## src/rtl/text_console_controller.sv

```systemverilog
// Byte-stream to screen-RAM sequencer: printable/CR/LF/BS handling, wrap, scroll-up and clear.
// Printable bytes take 2 cycles. Scroll takes 2 cycles per moved cell plus 1 per fill cell. charReady is low whenever the sequencer is not idle.
module text_console_controller #(
  parameter int         COLUMNS   = 80,
  parameter int         ROWS      = 25,
  parameter logic [7:0] FILL_CHAR = 8'h20
) (
  input  logic        clock,
  input  logic        reset,
  input  logic        charValid,
  input  logic [7:0]  charData,
  output logic        charReady,
  input  logic [7:0]  attribute,
  input  logic        clearRequest,
  output logic        busy,
  output logic [6:0]  cursorColumn,
  output logic [4:0]  cursorRow,
  output logic        ramEnable,
  output logic        ramWriteEnable,
  output logic [10:0] ramAddress,
  output logic [15:0] ramDataIn,
  input  logic [15:0] ramDataOut
);

  localparam logic [10:0] COLS_A      = 11'(COLUMNS);
  localparam logic [10:0] SCROLL_LAST = 11'((ROWS - 1) * COLUMNS - 1);
  localparam logic [10:0] CELL_LAST   = 11'(COLUMNS * ROWS - 1);
  localparam logic [6:0]  COL_LAST    = 7'(COLUMNS - 1);
  localparam logic [4:0]  ROW_LAST    = 5'(ROWS - 1);

  typedef enum logic [2:0] {
    S_IDLE, S_WRITE, S_SCROLL_READ, S_SCROLL_WRITE, S_FILL, S_CLEAR
  } state_t;

  state_t      state_q, state_d;
  logic [6:0]  col_q, col_d;
  logic [4:0]  row_q, row_d;
  logic [10:0] idx_q, idx_d;
  logic [7:0]  char_q, char_d;
  logic        clear_pend_q, clear_pend_d;
  logic        clear_pending;
  logic        do_lf;

  // A request arriving this cycle already blocks the byte interface.
  assign clear_pending = clear_pend_q | clearRequest;
  assign clear_pend_d  = (state_q != S_IDLE) && clear_pending;
  assign charReady     = (state_q == S_IDLE) && !clear_pending && !reset;
  assign busy          = (state_q != S_IDLE) || clear_pending;
  assign cursorColumn  = col_q;
  assign cursorRow     = row_q;

  always_ff @(posedge clock) begin
    if (reset) begin
      state_q      <= S_IDLE;
      col_q        <= '0;
      row_q        <= '0;
      idx_q        <= '0;
      char_q       <= '0;
      clear_pend_q <= 1'b0;
    end else begin
      state_q      <= state_d;
      col_q        <= col_d;
      row_q        <= row_d;
      idx_q        <= idx_d;
      char_q       <= char_d;
      clear_pend_q <= clear_pend_d;
    end
  end

  always_comb begin
    state_d = state_q;
    col_d   = col_q;
    row_d   = row_q;
    idx_d   = idx_q;
    char_d  = char_q;
    do_lf   = 1'b0;
    unique case (state_q)
      S_IDLE: begin
        if (clear_pending) begin
          state_d = S_CLEAR;
          idx_d   = '0;
        end else if (charValid) begin
          case (charData)
            8'h0D: col_d = '0;
            8'h0A: do_lf = 1'b1;
            8'h08: if (col_q != 7'd0) col_d = col_q - 7'd1;
            default: begin
              state_d = S_WRITE;
              char_d  = charData;
            end
          endcase
        end
      end
      S_WRITE: begin
        if (col_q == COL_LAST) begin
          col_d = '0;
          do_lf = 1'b1;
        end else begin
          col_d   = col_q + 7'd1;
          state_d = S_IDLE;
        end
      end
      S_SCROLL_READ: state_d = S_SCROLL_WRITE;
      S_SCROLL_WRITE: begin
        idx_d   = idx_q + 11'd1;
        state_d = (idx_q == SCROLL_LAST) ? S_FILL : S_SCROLL_READ;
      end
      S_FILL: begin
        if (idx_q == CELL_LAST) state_d = S_IDLE;
        else                    idx_d   = idx_q + 11'd1;
      end
      S_CLEAR: begin
        if (idx_q == CELL_LAST) begin
          state_d = S_IDLE;
          col_d   = '0;
          row_d   = '0;
        end else begin
          idx_d = idx_q + 11'd1;
        end
      end
      default: state_d = S_IDLE;
    endcase
    // Line feed on the bottom row scrolls; a single-row screen only needs the fill.
    if (do_lf) begin
      if (row_q != ROW_LAST) begin
        row_d   = row_q + 5'd1;
        state_d = S_IDLE;
      end else begin
        idx_d   = '0;
        state_d = (ROWS > 1) ? S_SCROLL_READ : S_FILL;
      end
    end
  end

  always_comb begin
    ramEnable      = 1'b0;
    ramWriteEnable = 1'b0;
    ramAddress     = '0;
    ramDataIn      = '0;
    unique case (state_q)
      S_WRITE: begin
        ramEnable      = 1'b1;
        ramWriteEnable = 1'b1;
        ramAddress     = {6'd0, row_q} * COLS_A + {4'd0, col_q};
        ramDataIn      = {attribute, char_q};
      end
      S_SCROLL_READ: begin
        ramEnable  = 1'b1;
        ramAddress = idx_q + COLS_A;
      end
      S_SCROLL_WRITE: begin
        ramEnable      = 1'b1;
        ramWriteEnable = 1'b1;
        ramAddress     = idx_q;
        ramDataIn      = ramDataOut;
      end
      S_FILL, S_CLEAR: begin
        ramEnable      = 1'b1;
        ramWriteEnable = 1'b1;
        ramAddress     = idx_q;
        ramDataIn      = {attribute, FILL_CHAR};
      end
      default: ;
    endcase
  end

endmodule

```

## config.mk

```make
export PLATFORM = sky130hd
export DESIGN_NAME = text_console_controller
export DESIGN_NICKNAME = d
export VERILOG_FILES = /design/src/rtl/text_console_controller.sv
export SDC_FILE = /design/constraint.sdc
export NUM_CORES = 1
export LEC_CHECK = 0
export CORE_MARGIN = 8
export CORE_UTILIZATION = 45
export CTS_CLUSTER_DIAMETER = 80
export DETAILED_ROUTE_END_ITERATION = 8
export PLACE_DENSITY = 0.78
export SKIP_LAST_GASP = 1
export SLEW_MARGIN = 0
export SYNTH_ARGS = -nofsm -noshare
export SYNTH_HDL_FRONTEND = slang
export SYNTH_SLANG_ARGS = --single-unit
export TNS_END_PERCENT = 1
```

## constraint.sdc

```tcl
create_clock -name clock -period 2.2 [get_ports clock]
set_input_delay 0.33 -clock clock [delete_from_list [all_inputs] [get_ports clock]]
set_output_delay 0.33 -clock clock [all_outputs]
set_load 0.005 [all_outputs]
```

==> reports/results.ini, run 1 <==
[die]
die_h_um = 99.59
start_util_pct = 46.28
fp-row-count = 30
io-pin-count = 79
die_area_mm2 = 0.009918
die_w_um = 99.59
core_mm2 = 0.006794

[synthesis]
yosys_warnings = 0
synth_cells = 408
synth_nets = 464
netlist_area_mm2 = 0.003144
ys_seq_elements = 35
synth_enable_flop_cells = 0
synth_top_area_share_pct = 22.28
yosysUniqueCellTypes = 64
synth_top_area_cell = dfxtp_1
synth.avg_cell_area_um2 = 7.707
seq_area_frac_synth_pct = 22.28
synthArstFlopShare_pct = 0
synth_area_leaders = dfxtp_1, ha_1, a21oi_1
yosys_most_used_dff = dfxtp_1

[outcome]
status = finished, violations left
violations = setup timing

[sta]
fmax_mhz = 367.7
drv_slew = 0
rsz0062_at_grt = yes
period_needed_ns = 2.719
worst_slack_ns = -0.5193
slew_headroom_pct = 71.68
holdWs_ns = 0.5029
finClkSkew_ns = 0.007723
setup_viol = 26
timing.final.crit_share_pct = 123.6
worstMarginPinSlew_ns = 0.4228
final.setup.tns_ns = -6.959
hold_viol = 0

[clocking]
cts_tree = done
root_buffer = clkbuf_8
numCtsBuffers = 5
htree_num_levels = 2
cts_max_path_buffers = 2
clkSinkCount = 35
clk_latency_ns = 0.29
path_clk_slew_ns = 0.07
post-cts-setup-buffer-count = 0

[setup_path]
cp.depth = 7
cpMaxStageDelayCell = fa_2
worstSetupPathType = flip-flop to output port
start_kind = flip-flop
required_ns = 1.87
end_kind = output port
critical-path-max-stage-delay_ns = 0.54
worstPathArrival_ns = 2.39
cp_top_family = adder cells
path_max_fanout = 3
rr_worst_depth = 7
crit_chain = ha_4, ha_4, fa_2, nand2_1, or4_1, a32oi_1, buf_2
crit_top_cell = ha_4
crit_buf_inv = 1

[layout]
final_nets = 605
area_growth_pct = 49.10
fin_util_pct = 69.01
fillers = 589
seqCellArea_um2 = 710.7
layout_common_cells = buf_4, clkdlybuf4s50_1, nor2_1
fin_cells = 646
diodes = 0
drive_gt1_share_pct = 20.73
multi_input_area_mm2 = 0.002340
final_common_cell = buf_4

[power_and_ir_drop]
ir_drop_mv = 0.3723
power_leakage_uw = 0.001949
power_density_mw_per_mm2 = 436.3

[place]
hpwl_um = 8347
place_inst = 638
pre_cts_ws_ns = -0.6261
port_buffers = 78
gp_congestion = 0.9570

[global_route]
antenna_found_initial = 0
grt_max_degree = 27
grt_pass1_wl_um = 17340
grt_usage_pct = 21.09
first_global_vias = 3686
overflow = 0

[drt]
firstDrtPassIters = 4
drc_errors = 0
vias = 3710
drt_iter0_drc = 224
wire_per_inst_um = 16.39
wirelength_um = 10590
antenna_left = 0
routed_via_density = 5.743

[worst_hold_path]
hold_depth = 2
hp-class = flip-flop to flip-flop

[flow_run]
maxCapViolations = 0

-- final timing paths --
path | end | start | slack [ns]
setup / recovery | ramAddress[9] | cursorRow[1] | -0.52
hold / removal | char_q[4] | char_q[4] | 0.50
setup reg to reg | cursorColumn[4] | cursorColumn[5] | -0.08
hold reg to reg | char_q[4] | char_q[4] | 0.50
-- worst register-to-register path: stages, from the launching register on --
cell	delay, ns
dfxtp_1	0.36
buf_4	0.17
or3_4	0.40
or4_4	0.50
a31oi_4	0.34
buf_4	0.19
o21bai_1	0.12
a211oi_2	0.09
-- through the flow --
step           cell area (µm²)  power [µW]
2_1_floorplan             3183        1094
3_3_place_gp              4587        1504
6_report                  4688        2046
3_5_place_dp              4587        1521
5_1_grt                   4688        2146
4_1_cts                   4690        2051
-- what timing repair did --
action | in CTS | in global routing
pin swaps | 4 | 3
hold buffers | 0 | 0
resized for setup | 11 | 4
setup endpoints to repair | 27 | 34
-- flip-flops by register name (all words and copies together) (netlist names) --
register / cells
clear_pend_q: 1
state_q: 3
char_q: 8
idx_q: 11
cursorColumn: 7
cursorRow: 5
-- layout make-up --
class | count | area share [%]
tap | 96 | 2.562
inverter | 13 | 1.041
sequential | 35 | 15.16
multi-input combinational | 338 | 49.91
timing repair buffer | 156 | 29.20
clock buffer | 8 | 2.135
-- where the power goes --
group          leakage [µW]  internal, µW  switching (µW)
registers          0.000286           659            25.4
clock network     0.0000515           286             244
logic               0.00161           427             404
-- routing by layer --
metal | GRT usage, % | part of all wire (%) | up-vias
li1 | - | - | 1813
met1 | 24.66 | 43 | 1754
met2 | 37.71 | 50 | 127
met3 | 3.841 | 5.5 | 16
met4 | 6.752 | 1.8 | 0
met5 | 0 | 0 | -
-- cell families after synthesis --
kind of cell	count (synthesis)	synth area share, %
and+or+nand+nor	162	27.97
AOI/OAI and AO/OA	129	28.45
buffers and inverters	35	4.576
DFF	35	22.28
adders and majority gates	20	8.436
muxes	17	5.491
xor gates and xnor gates	10	2.786
-- Yosys cell counts, drive strengths merged, types with 4 or more instances --
| cell | count |
|---|---|
| a211oi | 8 |
| a21o | 6 |
| a21oi | 37 |
| a22o | 17 |
| a22oi | 4 |
| a31oi | 8 |
| and3 | 9 |
| and4 | 4 |
| buf | 8 |
| clkbuf | 14 |
| dfxtp | 35 |
| ha | 18 |
| inv | 13 |
| mux2i | 15 |
| nand2 | 30 |
| nand2b | 7 |
| nand3 | 14 |
| nand4b | 4 |
| nor2 | 39 |
| nor2b | 4 |
| nor3 | 16 |
| nor4 | 4 |
| o211ai | 5 |
| o21ai | 24 |
| or3 | 11 |
| or4 | 4 |
| xor2 | 7 |
Note: power is estimated with default switching activity, not from simulation.
==> inputs of run 2 (changes only) <==
--- a/config.mk
+++ b/config.mk
@@ -10,6 +10,7 @@
 export CTS_CLUSTER_DIAMETER = 80
 export DETAILED_ROUTE_END_ITERATION = 8
 export PLACE_DENSITY = 0.78
+export RECOVER_POWER = 100
 export SKIP_LAST_GASP = 1
 export SLEW_MARGIN = 0
 export SYNTH_ARGS = -nofsm -noshare
==> constraint.sdc (replaced) <==
create_clock -name clock -period 2.2 [get_ports clock]
set_input_delay 0.22 -clock clock [delete_from_list [all_inputs] [get_ports clock]]
set_output_delay 0.22 -clock clock [all_outputs]
set_load 0.005 [all_outputs]
==> reports/results.ini, run 2 (synthesis results as in run 1) <==
[outcome]
status = finished, violations left
violations = setup timing

[die]
fp-row-count = 30
core_mm2 = 0.006794
die_w_um = 99.59
start_util_pct = 46.28
die_area_mm2 = 0.009918
io-pin-count = 79
die_h_um = 99.59

[layout]
final_common_cell = clkdlybuf4s50_1
layout_common_cells = clkdlybuf4s50_1, buf_4, nor2_1
fillers = 574
largest_register_ffs = 11
fin_util_pct = 68.05
fin_cells = 642
diodes = 0
drive_gt1_share_pct = 18.86
area_growth_pct = 47.04
final_nets = 601
regMostFlops = idx_q

[power_and_ir_drop]
power_density_mw_per_mm2 = 431.5
power_leakage_uw = 0.001881
total_power_uw = 1995
ir_drop_mv = 0.3708

[setup_path]
timing.rr.end = cursorColumn[6]
worstPathArrival_ns = 2.41
cp-startpoint = cursorRow[3]
reg2reg_slack_ns = -0.17
required_ns = 1.98
path_max_fanout = 3
rr_worst_depth = 7
end_kind = output port
timing.rr.start = cursorColumn[5]
worstSetupPathType = flip-flop to output port
start_kind = flip-flop

[drt]
wire_per_inst_um = 16.81
vias = 3744
drt_iter0_drc = 277
drc_errors = 0
wirelength_um = 10790
firstDrtPassIters = 5
antenna_left = 0
routed_via_density = 5.832

[sta]
period_needed_ns = 2.629
fmax_mhz = 380.4
slew_headroom_pct = 55.13
finClkSkew_ns = 0.008178
drv_slew = 0
timing.final.crit_share_pct = 119.5
rsz0062_at_grt = yes
worst_slack_ns = -0.4291
hold_viol = 0
setup_viol = 29
worstMarginPinSlew_ns = 0.6643

[place]
gp_congestion = 0.9763
pre_cts_ws_ns = -0.5321
place_inst = 634
hpwl_um = 8512
port_buffers = 78

[worst_hold_path]
hold_depth = 2
hp-start = char_q[5]
hp-class = flip-flop to flip-flop
worstHoldEndpoint = char_q[5]

[global_route]
grt_usage_pct = 22.03
antenna_found_initial = 0
overflow = 0
grt_max_degree = 23
first_global_vias = 3760
grt_pass1_wl_um = 18080

[clocking]
ctsHoldBuffers = 0
cts_tree = done
numCtsBuffers = 5
clkSinkCount = 35
root_buffer = clkbuf_8
cts_max_path_buffers = 2
htree_num_levels = 2
path_clk_slew_ns = 0.08
clk_latency_ns = 0.29

[flow_run]
maxCapViolations = 0

[run 2: changes by cell type in the layout (fill, tap and decap cells not counted), sizes merged]
cell,change
buf,-14
clkbuf,+6
dlygate4sd3,+6
clkdlybuf4s50,-5
clkdlybuf4s15,+1
clkinv,+1
clkinvlp,+1
dlymetal6s2s,-1
inv,+1
[run 2: stage by stage]
stage | hold WS, ns | cell area, µm² | setup TNS, ns
after global placement | 0.4822 | 4569 | -1.828
after global routing | 0.5283 | 4623 | -9.800
after detailed placement | 0.4912 | 4569 | -2.108
after floorplan | 0.3639 | 3183 | 0
final | 0.5046 | 4623 | -4.188
after CTS | 0.5146 | 4658 | -3.732
[run 2: where the power goes]
group / switching [µW] / total [µW] / internal (µW)
logic: 405 / 819 / 414
clock network: 265 / 487 / 222
registers: 30.0 / 689 / 659
total: 700 / 1990 / 1290
[run 2: area by class of cell]
cell class	instances	area [µm²]	area share, %
Sequential cell	35	709.4	15.35
Inverter	13	48.80	1.055
Timing Repair Buffer	152	1320	28.55
Clock inverter	3	18.77	0.4060
Tap cell	96	120.1	2.598
Multi-Input combinational cell	338	2337	50.55
Clock buffer	5	68.82	1.488
[run 2: metal layers]
metal	track usage, %	routed length [µm]	vias up
li1	-	-	1812
met1	25.46	4434	1780
met2	38.95	5431	133
met3	4.818	690	19
met4	7.567	234	0
met5	0	0	-
[run 2: worst max-delay path by stage]
stage,endpoint,slack (ns),depth (start not counted)
global route,ramAddress[9],-0.51,7
floorplan,ramAddress[9],0.003,6
global placement,ramAddress[9],-0.52,7
finish,ramAddress[9],-0.43,7
detailed placement,ramAddress[9],-0.53,7
CTS,ramAddress[9],-0.46,7
[run 2: repair_timing]
action                                  4_1_cts  5_1_grt
endpoints found under the setup margin       26       31
pin swaps                                     2        2
buffers inserted                              0        0
resized for setup                            11        2
[run 2: worst max-delay path, stage by stage (launching register included)]
cell     delay [ns]
dfxtp_4        0.36
ha_4           0.25
ha_4           0.16
fa_2           0.55
nand2_1        0.06
or4_1          0.40
a32oi_1        0.20
buf_2          0.15
